### config.mk
export PLATFORM = sky130hd
export DESIGN_NAME = cmp_frame_tally
export DESIGN_NICKNAME = d
export VERILOG_FILES = /design/src/rtl/cmp_frame_tally.sv
export SDC_FILE = /design/constraint.sdc
export NUM_CORES = 1
export LEC_CHECK = 0
export CAP_MARGIN = 20
export CORE_AREA = 5 5 119 93
export DETAILED_ROUTE_END_ITERATION = 10
export DIE_AREA = 0 0 124 98
export PLACE_DENSITY = 0.56
export SYNTH_ARGS = -nofsm -noshare
export SYNTH_HDL_FRONTEND = slang
export SYNTH_SLANG_ARGS = --single-unit
### constraint.sdc
create_clock -name clk_i -period 5.7 [get_ports clk_i]
set_input_delay 1.14 -clock clk_i [delete_from_list [all_inputs] [get_ports clk_i]]
set_output_delay 1.14 -clock clk_i [all_outputs]
set_load 0.01 [all_outputs]
### src/rtl/cmp_frame_tally.sv
// cmp_frame_tally: tallies FRAME_LEN signed operand pairs into a lt/eq/gt/min/max/err frame summary.
// Ports: clk_i, rst_ni (async active-low), clr_i (sync frame abort);
//   input pair handshake in_valid_i/in_ready_o with in_a_i, in_b_i, in_res_i;
//   summary handshake out_valid_o/out_ready_i with out_lt_cnt_o, out_eq_cnt_o,
//   out_gt_cnt_o, out_min_a_o, out_max_a_o, out_err_o.
module cmp_frame_tally #(
  parameter int FRAME_LEN = 8,
  parameter int CNT_W     = 8
) (
  input  logic             clk_i,
  input  logic             rst_ni,
  input  logic             clr_i,
  input  logic             in_valid_i,
  output logic             in_ready_o,
  input  logic [3:0]       in_a_i,
  input  logic [3:0]       in_b_i,
  input  logic             in_res_i,
  output logic             out_valid_o,
  input  logic             out_ready_i,
  output logic [CNT_W-1:0] out_lt_cnt_o,
  output logic [CNT_W-1:0] out_eq_cnt_o,
  output logic [CNT_W-1:0] out_gt_cnt_o,
  output logic [3:0]       out_min_a_o,
  output logic [3:0]       out_max_a_o,
  output logic             out_err_o
);
  typedef enum logic {COLLECT, HOLD} state_t;
  state_t state_q, state_d;
  logic [CNT_W-1:0] idx_q, idx_d, lt_q, lt_d, eq_q, eq_d, gt_q, gt_d;
  logic [CNT_W-1:0] olt_q, olt_d, oeq_q, oeq_d, ogt_q, ogt_d;
  logic signed [3:0] min_q, min_d, max_q, max_d, omin_q, omin_d, omax_q, omax_d;
  logic err_q, err_d, oerr_q, oerr_d;
  logic signed [3:0] a, b, min_n, max_n;
  logic [CNT_W-1:0] lt_n, eq_n, gt_n;
  logic lt, eq, acc, first, last, err_n;
  assign a = $signed(in_a_i);
  assign b = $signed(in_b_i);
  assign lt = a < b;
  assign eq = a == b;
  assign in_ready_o = state_q == COLLECT;
  assign out_valid_o = state_q == HOLD;
  assign acc = in_valid_i && in_ready_o;
  assign first = idx_q == '0;
  assign last = idx_q == CNT_W'(FRAME_LEN - 1);
  // Running values including the pair currently presented.
  assign lt_n = lt_q + CNT_W'(lt);
  assign eq_n = eq_q + CNT_W'(eq);
  assign gt_n = gt_q + CNT_W'(!lt && !eq);
  assign min_n = (first || a < min_q) ? a : min_q;
  assign max_n = (first || a > max_q) ? a : max_q;
  assign err_n = err_q | (in_res_i != lt);
  always_comb begin
    state_d = state_q;
    idx_d = idx_q;
    lt_d = lt_q;
    eq_d = eq_q;
    gt_d = gt_q;
    min_d = min_q;
    max_d = max_q;
    err_d = err_q;
    olt_d = olt_q;
    oeq_d = oeq_q;
    ogt_d = ogt_q;
    omin_d = omin_q;
    omax_d = omax_q;
    oerr_d = oerr_q;
    if (clr_i || (acc && last)) begin
      state_d = clr_i ? COLLECT : HOLD;
      idx_d = '0;
      lt_d = '0;
      eq_d = '0;
      gt_d = '0;
      min_d = '0;
      max_d = '0;
      err_d = 1'b0;
      if (!clr_i) begin
        olt_d = lt_n;
        oeq_d = eq_n;
        ogt_d = gt_n;
        omin_d = min_n;
        omax_d = max_n;
        oerr_d = err_n;
      end
    end else if (acc) begin
      idx_d = idx_q + CNT_W'(1);
      lt_d = lt_n;
      eq_d = eq_n;
      gt_d = gt_n;
      min_d = min_n;
      max_d = max_n;
      err_d = err_n;
    end else if (out_valid_o && out_ready_i) begin
      state_d = COLLECT;
    end
  end
  always_ff @(posedge clk_i or negedge rst_ni) begin
    if (!rst_ni) begin
      state_q <= COLLECT;
      idx_q <= '0;
      lt_q <= '0;
      eq_q <= '0;
      gt_q <= '0;
      min_q <= '0;
      max_q <= '0;
      err_q <= 1'b0;
      olt_q <= '0;
      oeq_q <= '0;
      ogt_q <= '0;
      omin_q <= '0;
      omax_q <= '0;
      oerr_q <= 1'b0;
    end else begin
      state_q <= state_d;
      idx_q <= idx_d;
      lt_q <= lt_d;
      eq_q <= eq_d;
      gt_q <= gt_d;
      min_q <= min_d;
      max_q <= max_d;
      err_q <= err_d;
      olt_q <= olt_d;
      oeq_q <= oeq_d;
      ogt_q <= ogt_d;
      omin_q <= omin_d;
      omax_q <= omax_d;
      oerr_q <= oerr_d;
    end
  end
  assign out_lt_cnt_o = olt_q;
  assign out_eq_cnt_o = oeq_q;
  assign out_gt_cnt_o = ogt_q;
  assign out_min_a_o = omin_q;
  assign out_max_a_o = omax_q;
  assign out_err_o = oerr_q;
endmodule

Yosys cells after proc, flatten, opt, wreduce, memory -nomap -nowiden
Cells that the tools add are included.

storage, ports and cells
  input bits = 14
  word-level logic and storage cells = 62
  register bits = 75

cells by class
  order comparisons = 3
  bitwise operators = 3
  add/sub/neg operators = 4
  eq/ne operators = 4
  reductions and logical operators = 14
  muxes and demuxes = 20

operator list
  operator               count
  $mux W8                8
  $add A8 B1 Y8          3
  $mux W4                6
  $add A8 B1 Y8 const B  1
  $eq A8 B3 Y1 const B   1
  $logic_not A8 Y1       1
  $lt A4 B4 Y1           2
  $mux W1                6
  $eq A4 B4 Y1           1
  $gt A4 B4 Y1           1
  $logic_and A1 B1 Y1    4
  $reduce_and A2 Y1      2
  $reduce_bool A2 Y1     2
  $logic_or A1 B1 Y1     3
  $logic_not A1 Y1       2
  $ne A2 B1 Y1 const B   1
  $not A1 Y1             2
  $ne A1 B1 Y1           1
  $or A1 B1 Y1           1

Depth between registers and ports, before layout
Gate-level depths: netlist (run 1).

  depth in word-level cells = 6
  mapped depth = 14
  mapped depth without buffers = 13

Worst setup path before layout (run 1)
OpenSTA, ideal clock, no wires.

  path kind = input to register
  start point = input port in_b_i[3]
  end point = register gt_q[6]
  stages = 13
  slack = 2331 ps
  data required time = 5572 ps
  library setup time = 128 ps
  data arrival time = 3242 ps
  path through = inv_1 > ha_1 > mux2_2 > and2_1 > clkbuf_1 > nor2_1 > ha_1 > ha_1 > and3_1 > and3_1 > o21ai_0 > nand2_1 > o21ai_0

on the way
  cells in the longest elaborated chain, start to end = 6

RTL lines
  element                                       line    source
  from (decl)                                   16      input logic [3:0] in_b_i,
  $lt A4 B4 Y1 or $eq A4 B4 Y1 (tied branches)  38, 39
  $logic_not A1 Y1                              48      assign gt_n = gt_q + CNT_W'(!lt && !eq);
  $logic_and A1 B1 Y1 *                         48
  $add A8 B1 Y8 *                               48
  $mux W8 *                                     84      end else if (acc) begin
  $mux W8 *                                     67      if (clr_i || (acc && last)) begin
  to (signal assigned)                          117     gt_q <= gt_d;
  to (decl)                                     29      logic [CNT_W-1:0] idx_q, idx_d, lt_q, lt_d, eq_q, eq_d, gt_q, gt_d;

Every way passes the cells marked *; elsewhere a longest branch is shown, timed or not. The select of a mux whose other input is x is not followed.
A chain may end at the register's enable or synchronous reset.

Final worst setup path (run 1)
  start point = input port in_a_i[1]
  end point = register gt_q[6]

on the way
  cells in the longest elaborated chain, start to end = 6

RTL lines
  element                                       line    source
  from (decl)                                   15      input logic [3:0] in_a_i,
  $lt A4 B4 Y1 or $eq A4 B4 Y1 (tied branches)  38, 39
  $logic_not A1 Y1                              48
  $logic_and A1 B1 Y1 *                         48
  $add A8 B1 Y8 *                               48
  $mux W8 *                                     84
  $mux W8 *                                     67

Marks and branches as above.

==> metrics.txt, run 1 <==
FMAX 0.263 GHz; GRT met2 Usage 23.1%; met1 usage 22.3%; Hold Crit Depth 2; Synth Warn # 0; grt ovf 0; First DRT Iteration DRCs 98; Mapped Cells 396; Area Growth Syn to Fin 25.3%; CTS sink cnt 75; IO buf count 48; Mapped Area 3770 µm²; die area 12200 µm²; peak supply drop 0.155 mV; setup tns final 0 ns; Critical R2R Launch idx_q[0]; final hold viol count 0; Post-CTS Setup Repair Bufs 0; row count 32; count of cell types in the netlist 42; HPWL Detailed 5.89 mm; Critical Path Sink Type flop; drt first pass iters 5; final setup vio count 0; Commonest cells post-synth 76 x nand2_1, 75 x dfrtp_1, 52 x o21ai_0; largest net degree at the start of global routing 76; Hold WC Path Type reg -> reg; Synth area leaders dfrtp_1 50%, nand2_1 7.6%, o21ai_0 6.9%, ha_1 6.0%, xnor2_1 3.3%; die width 124 µm; Core Area 9890 µm²; Post-CTS Resized 0; Worst R2R Setup Slack 3.23 ns; Die Span Y 98 µm; DR vias 2974; r2r endpoint lt_q[3]; Max stage delay on crit path 0.65 ns; Worst Hold Launch out_eq_cnt_o[0]; initial antenna violation count 0; most numerous cell in the Yosys netlist nand2_1; P per Cell Area 274 nW/µm²; placed insts 568; critical path fanouts, max 7; ratio of cells with drive above 1 in the final layout 6.68%; ANT cells 0; first-pass GRT wire length 14.7 mm; maxcap violations 0; Design Area, Final 4730 µm²; Crit Path Category in -> reg; Yosys reg bits 75; critical path's slowest cell clkdlybuf4s50_1; clock transition at the registers of the reported paths 0.06 ns; drt via density 5.08; Synth async-reset ratio 100%; Yosys top cell area share 49.8%; TritonCTS clock tree yes; most used cell along the critical path ha_1; sequential cell area fraction in the yosys report 49.8%; crit start category primary input; fin cells 585; CP Cell Sequence clkdlybuf4s50_1 > ha_1 > nor2b_1 > o211ai_2 > and2_1 > nor2_1 > ha_1 > ha_1 > and3_1 > and3_1 > o21ai_0 > nand2_1 > o21ai_0; dominant synthesized flop cell dfrtp_1; global route hottest layer met2; Initial Util 38.1%; nets 476; Post-CTS Hold Fix Bufs 0; post-layout util 47.8%; GP Congestion 0.762; area leader, netlist dfrtp_1; delay-heaviest family, CP simple AND/OR/NAND/NOR gates; DRC violations left 0; RSZ-0062 raised after global routing false; Worst Skew 0.00997 ns; Syn Area/Cell 9.53 µm²; Synth Net Count 428; Worst EP arrival 4.06 ns; WP buf/inv 1; actual slew at the worst max-slew pin 0.981 ns; minimum clock period 3.80 ns; Pleak 0.00210 µW; met3 GRT Util 3.47%; WL per Instance 14.8 µm; Slew Viols, Final 0; worst reg-to-reg path cell count 7; total power 1290 µW; H-tree depth 3; outcome finished, final reports clean; Max Root-Sink Buffers 2; CTS root buffer clkbuf_16; Hold Path End out_eq_cnt_o[0]; routed wire length 8.64 mm; slew margin rel. 34.1%; period utilisation layout 66.7%; vias in the first global route 2979; All-Layer GR Usage 15.3%; Antenna Nets Post-Route 0; worst-skew pair later-pin latency 0.33 ns; number of I/O pins 49; Post-synth EDFFs 0; CTS Buf Count 9; Post-DP Area 4370 µm²; CP required 5.95 ns
==> worst register-to-register path: stages, from the launching register on <==
cell     delay, ns
dfrtp_1       0.42
ha_1          0.25
and2_1        0.18
a41o_1        0.43
nor2_2        0.46
buf_4         0.36
a21oi_1       0.11
o21ai_0       0.17
==> worst max-delay path by stage <==
stage / from / cells after the start / slack (ns) / to
6_report: in_a_i[1] / 13 / 1.90 / gt_q[6]
4_1_cts: in_a_i[3] / 12 / 1.91 / gt_q[6]
3_3_place_gp: in_a_i[3] / 12 / 1.63 / gt_q[6]
2_1_floorplan: in_b_i[3] / 13 / 2.33 / gt_q[6]
5_1_grt: in_a_i[3] / 12 / 1.61 / gt_q[6]
3_5_place_dp: in_a_i[3] / 12 / 1.56 / gt_q[6]
==> power by group <==
part	switching [µW]	internal (µW)
logic	72.6	48.9
clock network	222	395
registers	10.0	545
total	305	989
==> through the flow <==
step / setup WS (ns) / hold WS [ns]
after global placement: 1.63 / 0.455
after detailed placement: 1.56 / 0.458
after floorplan: 2.33 / 0.465
after CTS: 1.91 / 0.479
after global routing: 1.61 / 0.508
final: 1.90 / 0.476
==> logic make-up (layout without fill, tap and decap cells) <==
kind of cell | after synthesis | count (layout) | synth area share (%)
AND/OR/NAND/NOR | 146 | 146 | 18.5
AO/OA/AOI/OAI | 103 | 103 | 16.7
flip-flops | 75 | 75 | 49.8
buffers and inverters | 30 | 83 | 3.45
XOR/XNOR | 23 | 23 | 5.34
adder cells (fa/ha/maj) | 18 | 18 | 5.97
multiplexers | 1 | 1 | 0.298
==> cells in the final DEF (no fill, tap or decap), types with 3 or more instances in the layout <==
| cell type | n |
|---|---|
| dfrtp_1 | 75 |
| xnor2_1 | 14 |
| a31oi_1 | 5 |
| o21ai_0 | 52 |
| nor2b_1 | 3 |
| nand2b_1 | 3 |
| clkbuf_16 | 9 |
| clkdlybuf4s50_1 | 47 |
| and3_1 | 16 |
| a22o_1 | 5 |
| nand2_1 | 76 |
| a21oi_1 | 20 |
| or3_1 | 4 |
| ha_1 | 18 |
| a32o_1 | 8 |
| nor2_1 | 18 |
| nand3_1 | 11 |
| inv_1 | 15 |
| buf_4 | 4 |
| xor2_1 | 9 |
==> final cells by class <==
| type | count | area [µm²] |
|---|---|---|
| Clock buffer | 10 | 239 |
| Clock inverter | 6 | 88.8 |
| Fill cell | 954 | 5160 |
| Inverter | 15 | 56.3 |
| Multi-Input combinational cell | 291 | 1770 |
| Sequential cell | 75 | 1880 |
| Tap cell | 136 | 170 |
| Timing Repair Buffer | 52 | 528 |
==> flip-flops by register name, summed over array words and instances, names as in the netlist, 4 cells and up <==
register	cells
eq_q	8
gt_q	8
idx_q	8
lt_q	8
out_eq_cnt_o	8
out_gt_cnt_o	8
out_lt_cnt_o	8
max_q	4
min_q	4
out_max_a_o	4
out_min_a_o	4
==> per-layer routing <==
layer,vias to the layer above,share of wire [%]
li1,1476,-
met1,1429,50
met2,61,44
met3,8,5.4
met4,0,1.0
met5,-,0
Power figures use the tool's default switching activity.
==> run 2: changes to the inputs <==
- clock period: 5.7 -> 3.65 ns (I/O delays scaled with it)
==> metrics.txt, run 2 (synthesized netlist as in run 1, its figures left out) <==
outcome finished, final reports clean; GP Congestion 0.757; IO buf count 48; CTS root buffer clkbuf_16; Area Growth Syn to Fin 25.5%; minimum clock period 3.17 ns; final setup vio count 0; HPWL Detailed 6.09 mm; Crit Path Category in -> reg; period utilisation layout 86.8%; crit start category primary input; die area 12200 µm²; actual slew at the worst max-slew pin 0.965 ns; grt ovf 0; Pleak 0.00212 µW; Initial Util 38.1%; RSZ-0062 raised after global routing false; Antenna Nets Post-Route 0; Die Span Y 98 µm; initial antenna violation count 0; H-tree depth 3; Core Area 9890 µm²; drt via density 5.07; critical path fanouts, max 6; Max Root-Sink Buffers 2; CP required 3.85 ns; DR vias 3004; WL per Instance 15.1 µm; maxcap violations 0; met1 usage 23.7%; fill cell count 948; die width 124 µm; largest net degree at the start of global routing 76; ANT cells 0; most frequent cells in the layout 76 x nand2_1, 75 x dfrtp_1, 52 x o21ai_0; TritonCTS clock tree yes; setup tns final 0 ns; first-pass GRT wire length 15.3 mm; sw frac 23.3%; ratio of cells with drive above 1 in the final layout 7.68%; critical path's slowest cell clkdlybuf4s50_1; Critical Path Sink Type flop; final hold viol count 0; Logic pwr share 10.1%; Post-CTS Resized 0; met3 GRT Util 4.34%; NetSw 455 µW; WP buf/inv 2; slew margin rel. 35.7%; row count 32; clock transition at the registers of the reported paths 0.06 ns; drt first pass iters 4; routed wire length 8.94 mm; Reg power frac 44.5%; nets 484; most common cell after layout, fill and taps aside nand2_1; First DRT Iteration DRCs 211; CTS sink cnt 75; Max stage delay on crit path 0.45 ns; Worst Skew 0.00422 ns; Post-CTS Setup Repair Bufs 0; peak supply drop 0.224 mV; GRT met2 Usage 23.3%; DRC violations left 0; clock share of power 45.4%; Internal 1500 µW; Worst EP arrival 3.37 ns; worst reg-to-reg path cell count 4; WP depth 13; Slew Viols, Final 0; CTS Buf Count 9; P per Cell Area 412 nW/µm²; delay-heaviest family, CP simple AND/OR/NAND/NOR gates; global route hottest layer met1; vias in the first global route 2998; CP Cell Sequence clkdlybuf4s50_1 > inv_1 > ha_1 > mux2_2 > and2_1 > nor2_1 > ha_1 > ha_1 > and3_1 > and3_1 > o21ai_0 > nand2_1 > o21ai_0; FMAX 0.316 GHz; Post-CTS Hold Fix Bufs 0; post-layout util 47.9%; worst-skew pair later-pin latency 0.33 ns; Hold WC Path Type reg -> reg; most used cell along the critical path ha_1; All-Layer GR Usage 15.9%; Hold Crit Depth 2; number of I/O pins 49
-- run 2: cell count changes in the layout (fill, tap and decap cells not counted) --
cell,before,now
buf_4,4,13
clkbuf_8,1,2
buf_16,1,0
clkinvlp_4,2,0
bufinv_16,2,1
clkinv_4,1,0
clkbuf_1,0,2
-- run 2: cell type report --
cell class | instances | area [µm²] | area share (%)
sequential | 75 | 1880 | 39.6
clock buffer | 13 | 260 | 5.50
tap | 136 | 170 | 3.59
clock inverter | 2 | 35.0 | 0.740
multi-input combinational | 291 | 1770 | 37.3
timing repair buffer | 60 | 568 | 12.0
inverter | 15 | 56.3 | 1.19
-- run 2: stage by stage --
step / area [µm²] / power (µW) / std cells / hold slack, ns / worst slack, ns
global route: 4730 / 2040 / 592 / 0.492 / 0.237
global placement: 4440 / 1080 / 577 / 0.454 / 0.226
floorplan: 3770 / 989 / 396 / 0.434 / 0.691
CTS: 4730 / 1980 / 592 / 0.476 / 0.504
detailed placement: 4440 / 1080 / 577 / 0.459 / 0.168
finish: 4730 / 1950 / 592 / 0.472 / 0.484
-- run 2: worst min-delay path, delay by kind of cell, from the launching register on --
family / cells / cell delay [ns]
flops: 1 / 0.34
simple gates: 2 / 0.10
-- run 2: power by group through the flow --
stage | Combinational (µW) | Clock [µW] | Sequential (µW)
global route | 225 | 941 | 870
global placement | 195 | 0 | 881
CTS | 200 | 910 | 867
finish | 198 | 886 | 868
detailed placement | 199 | 0 | 882
floorplan | 108 | 0 | 882
-- run 2: final timing paths --
path                       slack [ns]               to       startpoint
max                              0.48          gt_q[6]        in_b_i[3]
min                              0.47  out_gt_cnt_o[1]  out_gt_cnt_o[1]
max reg2reg                      1.53         min_q[3]         idx_q[4]
min reg2reg                      0.47  out_gt_cnt_o[1]  out_gt_cnt_o[1]
max in group asynchronous        2.46          eq_q[3]           rst_ni
min in group asynchronous        0.55   out_min_a_o[1]           rst_ni
-- run 2: layer usage --
| layer | up-vias | wire length, µm |
|---|---|---|
| li1 | 1488 | - |
| met1 | 1463 | 4600 |
| met2 | 47 | 3950 |
| met3 | 6 | 316 |
| met4 | 0 | 76 |
| met5 | - | 0 |
